[config.mk]
export PLATFORM = sky130hd
export DESIGN_NAME = shufflev_perm_gen_flat
export DESIGN_NICKNAME = d
export VERILOG_FILES = /design/src/rtl/shufflev_perm_gen_pkg.sv /design/src/rtl/shufflev_perm_gen_if.sv /design/src/rtl/shufflev_perm_draw.sv /design/src/rtl/shufflev_perm_gen.sv /design/src/flat_wrapper.sv
export SDC_FILE = /design/constraint.sdc
export NUM_CORES = 1
export LEC_CHECK = 0
export CORE_AREA = 2 2 56 68
export CTS_CLUSTER_SIZE = 12
export DETAILED_ROUTE_END_ITERATION = 8
export DIE_AREA = 0 0 58 70
export PLACE_DENSITY = 0.74
export REMOVE_ABC_BUFFERS = 1
export SYNTH_ARGS = -nofsm -noshare
export SYNTH_HDL_FRONTEND = slang
export SYNTH_SLANG_ARGS = --single-unit
[constraint.sdc]
create_clock -name clk_i -period 6.1 [get_ports clk_i]
set_input_delay 1.525 -clock clk_i [delete_from_list [all_inputs] [get_ports clk_i]]
set_output_delay 1.525 -clock clk_i [all_outputs]
set_load 0.01 [all_outputs]
[src/rtl/shufflev_perm_gen_pkg.sv]
// Shared types and helpers for the ShuffleV permutation generator.
// Optional feature macro used by this block: SHUFFLEV_PERM_FOLD_EN.
package shufflev_perm_gen_pkg;

    // Generator states: waiting for enable, building a permutation,
    // holding a finished permutation while the output slot is occupied.
    typedef enum logic [1:0] {
        IDLE    = 2'd0,
        SHUFFLE = 2'd1,
        FULL    = 2'd2
    } shufflev_perm_state_e;

    // Width of the consecutive-reject counter; always at least one bit.
    function automatic int retry_width(input int limit);
        return (limit > 1) ? $clog2(limit) : 1;
    endfunction

endpackage

[src/rtl/shufflev_perm_gen_if.sv]
// Random-draw input stream and permutation output handshake of the
// ShuffleV permutation generator, grouped as one bundle.
// master: the generator. slave: the rng/consumer side.
// Optional feature macro used by this block: SHUFFLEV_PERM_FOLD_EN.
interface shufflev_perm_gen_if #(
    parameter int NumSlots = 4,
    parameter int IdxW     = $clog2(NumSlots)
);

    logic [IdxW-1:0]          rng_number_i;
    logic                     rng_valid_i;
    logic [NumSlots*IdxW-1:0] perm_o;
    logic                     perm_valid_o;
    logic                     perm_ready_i;

    modport master (
        input  rng_number_i,
        input  rng_valid_i,
        input  perm_ready_i,
        output perm_o,
        output perm_valid_o
    );

    modport slave (
        output rng_number_i,
        output rng_valid_i,
        output perm_ready_i,
        input  perm_o,
        input  perm_valid_o
    );

endinterface

[src/rtl/shufflev_perm_draw.sv]
// Decides what one random draw means for the current Fisher-Yates step:
// accept it as the swap partner, reject it, or (after too many rejects in
// a row) force a no-swap so the step always finishes in bounded time.
// Optional feature macro: SHUFFLEV_PERM_FOLD_EN -- an out-of-range draw is
// first folded down by (i+1) and accepted if it then lands in range.
module shufflev_perm_draw
    import shufflev_perm_gen_pkg::*;
#(
    parameter int NumSlots   = 4,
    parameter int RetryLimit = 3,
    parameter int IdxW       = $clog2(NumSlots),
    parameter int RetryW     = retry_width(RetryLimit)
) (
    input  logic [IdxW-1:0]   d_i,
    input  logic [IdxW-1:0]   i_i,
    input  logic [RetryW-1:0] retry_i,
    output logic              accept_o,
    output logic              forced_o,
    output logic [IdxW-1:0]   j_o
);

    localparam logic [IdxW-1:0]   IDX_ONE    = IdxW'(1);
    localparam logic [RetryW-1:0] RETRY_LAST = RetryW'(RetryLimit - 1);

    logic [IdxW-1:0] dEff;

    // Classify the draw; a forced step uses j=i, which makes the swap a no-op.
    always_comb begin
        dEff = d_i;
`ifdef SHUFFLEV_PERM_FOLD_EN
        if (d_i > i_i) begin
            dEff = d_i - (i_i + IDX_ONE);
        end
`endif
        accept_o = (dEff <= i_i);
        forced_o = !accept_o && (retry_i == RETRY_LAST);
        j_o      = accept_o ? dEff : i_i;
    end

endmodule

[src/rtl/shufflev_perm_gen.sv]
// ShuffleV permutation generator. Consumes the shufflev_rng draw stream and
// builds uniform random permutations of slot indices 0..NumSlots-1 with
// Fisher-Yates, handing each one over a valid/ready handshake. The next
// permutation is built in work_q while perm_q waits to be taken.
// Optional feature macro: SHUFFLEV_PERM_FOLD_EN (draw folding, see
// shufflev_perm_draw).
module shufflev_perm_gen
    import shufflev_perm_gen_pkg::*;
#(
    parameter int NumSlots   = 4,
    parameter int RetryLimit = 3
) (
    input  logic                clk_i,
    input  logic                rst_i,
    input  logic                en_i,
    shufflev_perm_gen_if.master bus
);

    localparam int IDX_W   = $clog2(NumSlots);
    localparam int RETRY_W = retry_width(RetryLimit);

    localparam logic [IDX_W-1:0]   LAST_IDX  = IDX_W'(NumSlots - 1);
    localparam logic [IDX_W-1:0]   IDX_ONE   = IDX_W'(1);
    localparam logic [RETRY_W-1:0] RETRY_ONE = RETRY_W'(1);

    shufflev_perm_state_e state_q, state_d;
    logic [IDX_W-1:0]     idx_q, idx_d;
    logic [RETRY_W-1:0]   retry_q, retry_d;
    logic [NumSlots-1:0][IDX_W-1:0] work_q, work_d;
    logic [NumSlots-1:0][IDX_W-1:0] perm_q, perm_d;
    logic                 valid_q, valid_d;

    logic [NumSlots-1:0][IDX_W-1:0] workSwapped;
    logic                 drawAccept;
    logic                 drawForced;
    logic [IDX_W-1:0]     drawJ;
    logic                 stepDone;
    logic                 handshake;
    logic                 slotFree;

    shufflev_perm_draw #(
        .NumSlots   (NumSlots),
        .RetryLimit (RetryLimit),
        .IdxW       (IDX_W),
        .RetryW     (RETRY_W)
    ) u_draw (
        .d_i      (bus.rng_number_i),
        .i_i      (idx_q),
        .retry_i  (retry_q),
        .accept_o (drawAccept),
        .forced_o (drawForced),
        .j_o      (drawJ)
    );

    assign stepDone  = drawAccept || drawForced;
    assign handshake = valid_q && bus.perm_ready_i;
    assign slotFree  = !valid_q || bus.perm_ready_i;

    // Working array with slots i and j exchanged (unchanged when j == i).
    always_comb begin
        workSwapped        = work_q;
        workSwapped[idx_q] = work_q[drawJ];
        workSwapped[drawJ] = work_q[idx_q];
    end

    // Next-state logic for the shuffle FSM, step index, retry counter and handshake.
    always_comb begin
        state_d = state_q;
        idx_d   = idx_q;
        retry_d = retry_q;
        work_d  = work_q;
        perm_d  = perm_q;
        valid_d = valid_q;

        if (handshake) begin
            valid_d = 1'b0;
        end

        case (state_q)
            IDLE: begin
                if (en_i) begin
                    state_d = SHUFFLE;
                    idx_d   = LAST_IDX;
                    retry_d = '0;
                end
            end

            SHUFFLE: begin
                if (!en_i) begin
                    state_d = IDLE;
                end else if (bus.rng_valid_i) begin
                    if (stepDone) begin
                        work_d  = workSwapped;
                        retry_d = '0;
                        if (idx_q == IDX_ONE) begin
                            idx_d = LAST_IDX;
                            if (slotFree) begin
                                perm_d  = workSwapped;
                                valid_d = 1'b1;
                            end else begin
                                state_d = FULL;
                            end
                        end else begin
                            idx_d = idx_q - IDX_ONE;
                        end
                    end else begin
                        retry_d = retry_q + RETRY_ONE;
                    end
                end
            end

            FULL: begin
                if (!en_i) begin
                    state_d = IDLE;
                end else if (bus.perm_ready_i) begin
                    perm_d  = work_q;
                    valid_d = 1'b1;
                    state_d = SHUFFLE;
                    idx_d   = LAST_IDX;
                    retry_d = '0;
                end
            end

            default: begin
                state_d = IDLE;
            end
        endcase
    end

    // State registers; reset restores identity arrays and an empty output slot.
    always_ff @(posedge clk_i) begin
        if (rst_i) begin
            state_q <= IDLE;
            idx_q   <= LAST_IDX;
            retry_q <= '0;
            valid_q <= 1'b0;
            for (int k = 0; k < NumSlots; k++) begin
                work_q[k] <= IDX_W'(k);
                perm_q[k] <= IDX_W'(k);
            end
        end else begin
            state_q <= state_d;
            idx_q   <= idx_d;
            retry_q <= retry_d;
            work_q  <= work_d;
            perm_q  <= perm_d;
            valid_q <= valid_d;
        end
    end

    assign bus.perm_o       = perm_q;
    assign bus.perm_valid_o = valid_q;

endmodule

[src/flat_wrapper.sv]
// flat-port wrapper written by rule: the top's interface ports become plain ports
module shufflev_perm_gen_flat import shufflev_perm_gen_pkg::*;
#(
    parameter int NumSlots   = 4,
    parameter int RetryLimit = 3
)
  (clk_i, rst_i, en_i, bus_rng_number_i, bus_rng_valid_i, bus_perm_ready_i, bus_perm_o, bus_perm_valid_o);
  shufflev_perm_gen_if #(.NumSlots(NumSlots)) bus_i ();
  input  logic clk_i;
  input  logic rst_i;
  input  logic en_i;
  input wire logic [$bits(bus_i.rng_number_i)-1:0] bus_rng_number_i;
  input wire logic [$bits(bus_i.rng_valid_i)-1:0] bus_rng_valid_i;
  input wire logic [$bits(bus_i.perm_ready_i)-1:0] bus_perm_ready_i;
  output wire logic [$bits(bus_i.perm_o)-1:0] bus_perm_o;
  output wire logic [$bits(bus_i.perm_valid_o)-1:0] bus_perm_valid_o;
  assign bus_i.rng_number_i = bus_rng_number_i;
  assign bus_i.rng_valid_i = bus_rng_valid_i;
  assign bus_i.perm_ready_i = bus_perm_ready_i;
  assign bus_perm_o = bus_i.perm_o;
  assign bus_perm_valid_o = bus_i.perm_valid_o;
  shufflev_perm_gen #(.NumSlots(NumSlots), .RetryLimit(RetryLimit)) u_core (.clk_i(clk_i), .rst_i(rst_i), .en_i(en_i), .bus(bus_i));
endmodule
# After elaboration in Yosys (flattened, before gate mapping)
# Cells that the tools add are included.
[totals] register_bits=23 out_inout_bits=9
[classes] eq_ne=17 n_lt_le_gt_ge=5 mux=52 addsub=2 reduce_logical=16
[op_table] op="$mux W8" count=7
[op_table] op="$mux W2" count=26
[op_table] op="$pmux W2 S3" count=3
[op_table] op="$bwmux W8" count=2
[op_table] op="$pmux W8 S2" count=1
[op_table] op="$reduce_and A6 Y1" count=2
[op_table] op="$ne A2 B2 Y1 const B" count=5
[op_table] op="$ne A3 B3 Y1 const B" count=3
[op_table] op="$bmux W2 S2" count=2
[op_table] op="$demux W2 S2" count=2
[op_table] op="$mux W1" count=8
[op_table] op="$reduce_and A8 Y1" count=1
[op_table] op="$reduce_and A7 Y1" count=1
[op_table] op="$lt A2 B3 Y1 const B" count=2
[op_table] op="$ne A2 B1 Y1 const B" count=3
[op_table] op="$ne A3 B2 Y1 const B" count=2
[op_table] op="$eq A2 B1 Y1 const B" count=2
[op_table] op="$eq A2 B2 Y1 const B" count=2
[op_table] op="$ge A2 B1 Y1 const B" count=2
[op_table] op="$logic_and A1 B1 Y1" count=4
[op_table] op="$reduce_and A4 Y1" count=1
[op_table] op="$reduce_bool A3 Y1" count=1
[op_table] op="$add A2 B1 Y2 const B" count=1
[op_table] op="$le A2 B2 Y1" count=1
[op_table] op="6 further kinds" count=8

# Depth between registers and ports, before layout
[logic_depth] depth_word=13 mapped_depth=10 mapped_depth_nobuf=8

# By module
# A second synthesis with hierarchy kept.
[hier_totals] cells_unflattened=231 hier_area_um2=1958.1
[by_module_without_submodules] module="shufflev_perm_gen" cells_per_inst=217 area_per_inst_um2=1840.5 n_inst=1 seq_area_each_um2=460.4
[by_module_without_submodules] module="shufflev_perm_draw" cells_per_inst=14 area_per_inst_um2=117.6 n_inst=1 seq_area_each_um2=0.0

# Worst setup path after synthesis
# OpenSTA, ideal clock, no wires.
[synth_timing] kind="input to register" startpoint="in bus_rng_number_i[0]" endpoint="reg u_core.perm_q (netlist bit u_core.bus.perm_o[5])" path_stages=9 arrival_time_ns=3.218 setup_slack_ns=2.744 setup_ns=0.137 path_cell_list="inv_1 -> ha_1 -> nor2b_1 -> o21a_1 -> or2_1 -> buf_6 -> mux2_4 -> a221oi_2 -> o211ai_1"
[synth_between] elab_chain_len=13
[synth_lines] element="from (decl)" line="flat_wrapper.sv:12" source="input wire logic [$bits(bus_i.rng_number_i)-1:0] bus_rng_number_i;"
[synth_lines] element="$le A2 B2 Y1" line="shufflev_perm_draw.sv:35" source="accept_o = (dEff <= i_i);"
[synth_lines] element="$mux W2" line="shufflev_perm_draw.sv:37" source="j_o = accept_o ? dEff : i_i;"
[synth_lines] element="$lt A2 B3 Y1 (implied by the code) / $ge A2 B1 Y1 (equally long branches)" line="shufflev_perm_gen.sv:63" source="workSwapped[drawJ] = work_q[idx_q];"
[synth_lines] element="$logic_and A1 B1 Y1 (implied by the code)" line="shufflev_perm_gen.sv:63"
[synth_lines] element="$mux W2 (implied by the code)" line="shufflev_perm_gen.sv:63"
[synth_lines] element="$demux W2 S2"
[synth_lines] element="$bwmux W8" line="shufflev_perm_gen.sv:63"
[synth_lines] element="$mux W8" line="shufflev_perm_gen.sv:97" source="if (slotFree) begin"
[synth_lines] element="$mux W8" line="shufflev_perm_gen.sv:95" source="if (idx_q == IDX_ONE) begin"
[synth_lines] element="$mux W8" line="shufflev_perm_gen.sv:92" source="if (stepDone) begin"
[synth_lines] element="$mux W8" line="shufflev_perm_gen.sv:91" source="end else if (bus.rng_valid_i) begin"
[synth_lines] element="$mux W8" line="shufflev_perm_gen.sv:89" source="if (!en_i) begin"
[synth_lines] element="$pmux W8 S2" line="shufflev_perm_gen.sv:79" source="case (state_q)"
[synth_lines] element="to (signal, indexed assignment)" line="shufflev_perm_gen.sv:139" source="perm_q[k] <= IDX_W'(k);"
[synth_lines] element="to (signal assigned)" line="shufflev_perm_gen.sv:146" source="perm_q <= perm_d;"
[synth_lines] element="to (decl)" line="shufflev_perm_gen.sv:30" source="logic [NumSlots-1:0][IDX_W-1:0] perm_q, perm_d;"
# Parallel ways exist; a longest one is shown, timed or not. The select of a mux whose other input is x is not followed.
# A chain may end at the register's enable or synchronous reset.

# Final worst setup path
[layout_timing] startpoint="in bus_rng_number_i[0]" endpoint="reg u_core.perm_q (netlist bit u_core.bus.perm_o[4])"
# The elaborated chain is that of the path after synthesis.

==> results.tsv <==
metric	value	unit
PostCTS Resize Cnt	0	
Die Wd	58	µm
largest net degree at the start of global routing	21	
worst clock skew	0.00603	ns
CP max FO	11	
Area Overhead vs Synth	8.41	%
# nets final	235	
worst min path class	reg -> reg	
CTS tree	yes	
dominant cell type by area after synthesis	dfxtp_1	
maximum clock rate	236	MHz
clock buffer depth	2	
worst slew pin tran	0.799	ns
cts-stage hold buffer count	0	
CP Class	in -> reg	
Synth warnings	0	
Layout fillers	340	
port bufs	15	
WP data required	6.22	ns
Final min period	4.23	ns
first-pass GRT wire length	6.74	mm
post-synth top area share	0.258	
Synth area leaders	dfxtp_1 (26%), a221oi_2 (5.9%), ha_1 (4.9%)	
core area	3480	µm²
Final ANT Viol Nets	0	
Routed wire per std cell	15.5	µm
post-DR vias/cell	6.31	
CP endpoint kind	register	
Final Hold Viols	0	
drc violations	0	
height of the die	70	µm
asr flop ratio synth	0	
leakage	0.683	nW
Starting Density	0.513	
CTS H-tree depth	1	
syn_area_per_cell	8.34	µm²
Cell Area, Synth	1790	µm²
overall routed net length	4.01	mm
initial antenna violation count	0	
unrepaired setup endpoints after global routing	no	
final setup fails	0	
post-synthesis cell type count	55	
Initial DRC Count	68	
Tot Pwr	0.000439	W
n_diodes	0	
vias in the first global route	1479	
Synth Instances	214	
Clock Root Buffer	clkbuf_8	
max cap viols	0	
relative slew slack	0.466	
CTS buffer count	3	
PD cells	227	nW/µm²
arrival time at the worst endpoint	4.36	ns
Total Die Area	4060	µm²
outcome	finished clean	
Slew Limit Fails	0	
Yosys reg bits	23	
Max VDD drop	0.133	mV
routability congestion estimate	0.939	
commonest cells after routing, fill and taps aside	nor2_1 (23), dfxtp_1 (23), nand2_1 (17), a21oi_1 (16), clkdlybuf4s50_1 (15)	
EDFF count, synth	0	
CP startpoint kind	input pin	
Most used DFF post-synth	dfxtp_1	
router iterations before antenna repair	4	
clock-pin slew on the worst setup and hold paths	0.08	ns
DR vias	1635	
postcts setup bufs	0	
DP HPWL	3.06	mm
share of layout cells above drive strength 1	0.114	
clk_lat worst skew	0.26	ns
Rows	24	
CTS sink count	23	
crit share post-route	0.694	
Setup TNS Final	0	ns
GRT Resource Usage Total	0.207	
IO Count	16	
grt ovf	0	
post-synthesis sequential area ratio	0.258	
-- routing by layer --
metal | track usage | vias up | part of all wire
met3 | 0.0241 | 10 | 0.036
li1 | - | 811 | -
met5 | 0 | - | 0
met2 | 0.364 | 36 | 0.52
met4 | 0.0724 | 0 | 0.018
met1 | 0.256 | 778 | 0.42
-- logic make-up after synthesis --
| group | count (synthesis) | synth area share |
|---|---|---|
| DFF | 23 | 0.258 |
| muxes | 12 | 0.0925 |
| adders and majority gates | 7 | 0.0491 |
| buffers and inverters | 20 | 0.0673 |
| and+or+nand+nor | 80 | 0.222 |
| AOI/OAI and AO/OA | 71 | 0.306 |
| xor gates and xnor gates | 1 | 0.00491 |
-- power by group --
| part | internal (W) | leakage [nW] | switching, W |
|---|---|---|---|
| logic | 0.0000721 | 0.473 | 0.0000915 |
| clock network | 0.0000466 | 0.0228 | 0.0000489 |
| registers | 0.000164 | 0.187 | 0.0000167 |
-- critical path, stage by stage --
cell and delay (ns):
clkdlybuf4s50_1 0.53, inv_1 0.06, ha_1 0.35, nor2b_1 0.15, o21a_1 0.19, nor2_1 0.62
mux2_2 0.44, a221oi_1 0.36, o32ai_1 0.13
-- through the flow --
stage                     setup slack, ns   util  hold slack (ns)  instances  area, µm²
final                                1.87  0.556            0.509        259       1940
after global routing                 1.68  0.556            0.537        259       1940
after CTS                            1.89  0.556            0.518        259       1940
after detailed placement             1.61  0.543            0.497        255       1890
after global placement               1.67  0.543            0.490        255       1890
after floorplan                      2.45      -            0.480        201       1690
-- cell usage after synthesis, types with 3 or more instances --
cell type	n
ha_1	7
nor3_1	8
dfxtp_1	23
nor2b_1	5
o211ai_1	4
a221oi_2	7
o31ai_1	8
and2_1	4
inv_1	7
buf_6	5
a21oi_1	16
mux2_4	3
nor2_1	23
clkbuf_1	5
nand2b_1	4
o21ai_0	11
mux2i_1	5
nand3_1	8
nand2_1	17
-- flip-flops by register name (all words and copies together), names as in the netlist --
signal                   count
u_core.bus.perm_o            8
u_core.state_q               2
u_core.bus.perm_valid_o      1
u_core.idx_q                 2
u_core.retry_q               2
u_core.work_q                8
-- layout make-up --
cell class / instances / area [µm²] / area share
inverters: 7 / 26.3 / 0.0136
multi-input cells: 171 / 1200 / 0.622
flip-flops and latches: 23 / 460 / 0.238
well taps: 39 / 48.8 / 0.0252
clock buffers: 4 / 45.0 / 0.0233
repair buffers: 15 / 150 / 0.0776
-- worst paths after layout --
kind	startpoint	to	slack, ns	cells after the start
worst max-delay path	bus_rng_number_i[0]	u_core.bus.perm_o[4]$_SDFFE_PP0P_	1.87	9
worst max register to register	u_core.idx_q[0]$_SDFFE_PP1P_	u_core.bus.perm_o[4]$_SDFFE_PP0P_	2.97	7
worst min register to register	u_core.bus.perm_o[5]$_SDFFE_PP1P_	u_core.bus.perm_o[5]$_SDFFE_PP1P_	0.51	2
worst min-delay path	u_core.bus.perm_o[5]$_SDFFE_PP1P_	u_core.bus.perm_o[5]$_SDFFE_PP1P_	0.51	2
Power figures use the tool's default switching activity.
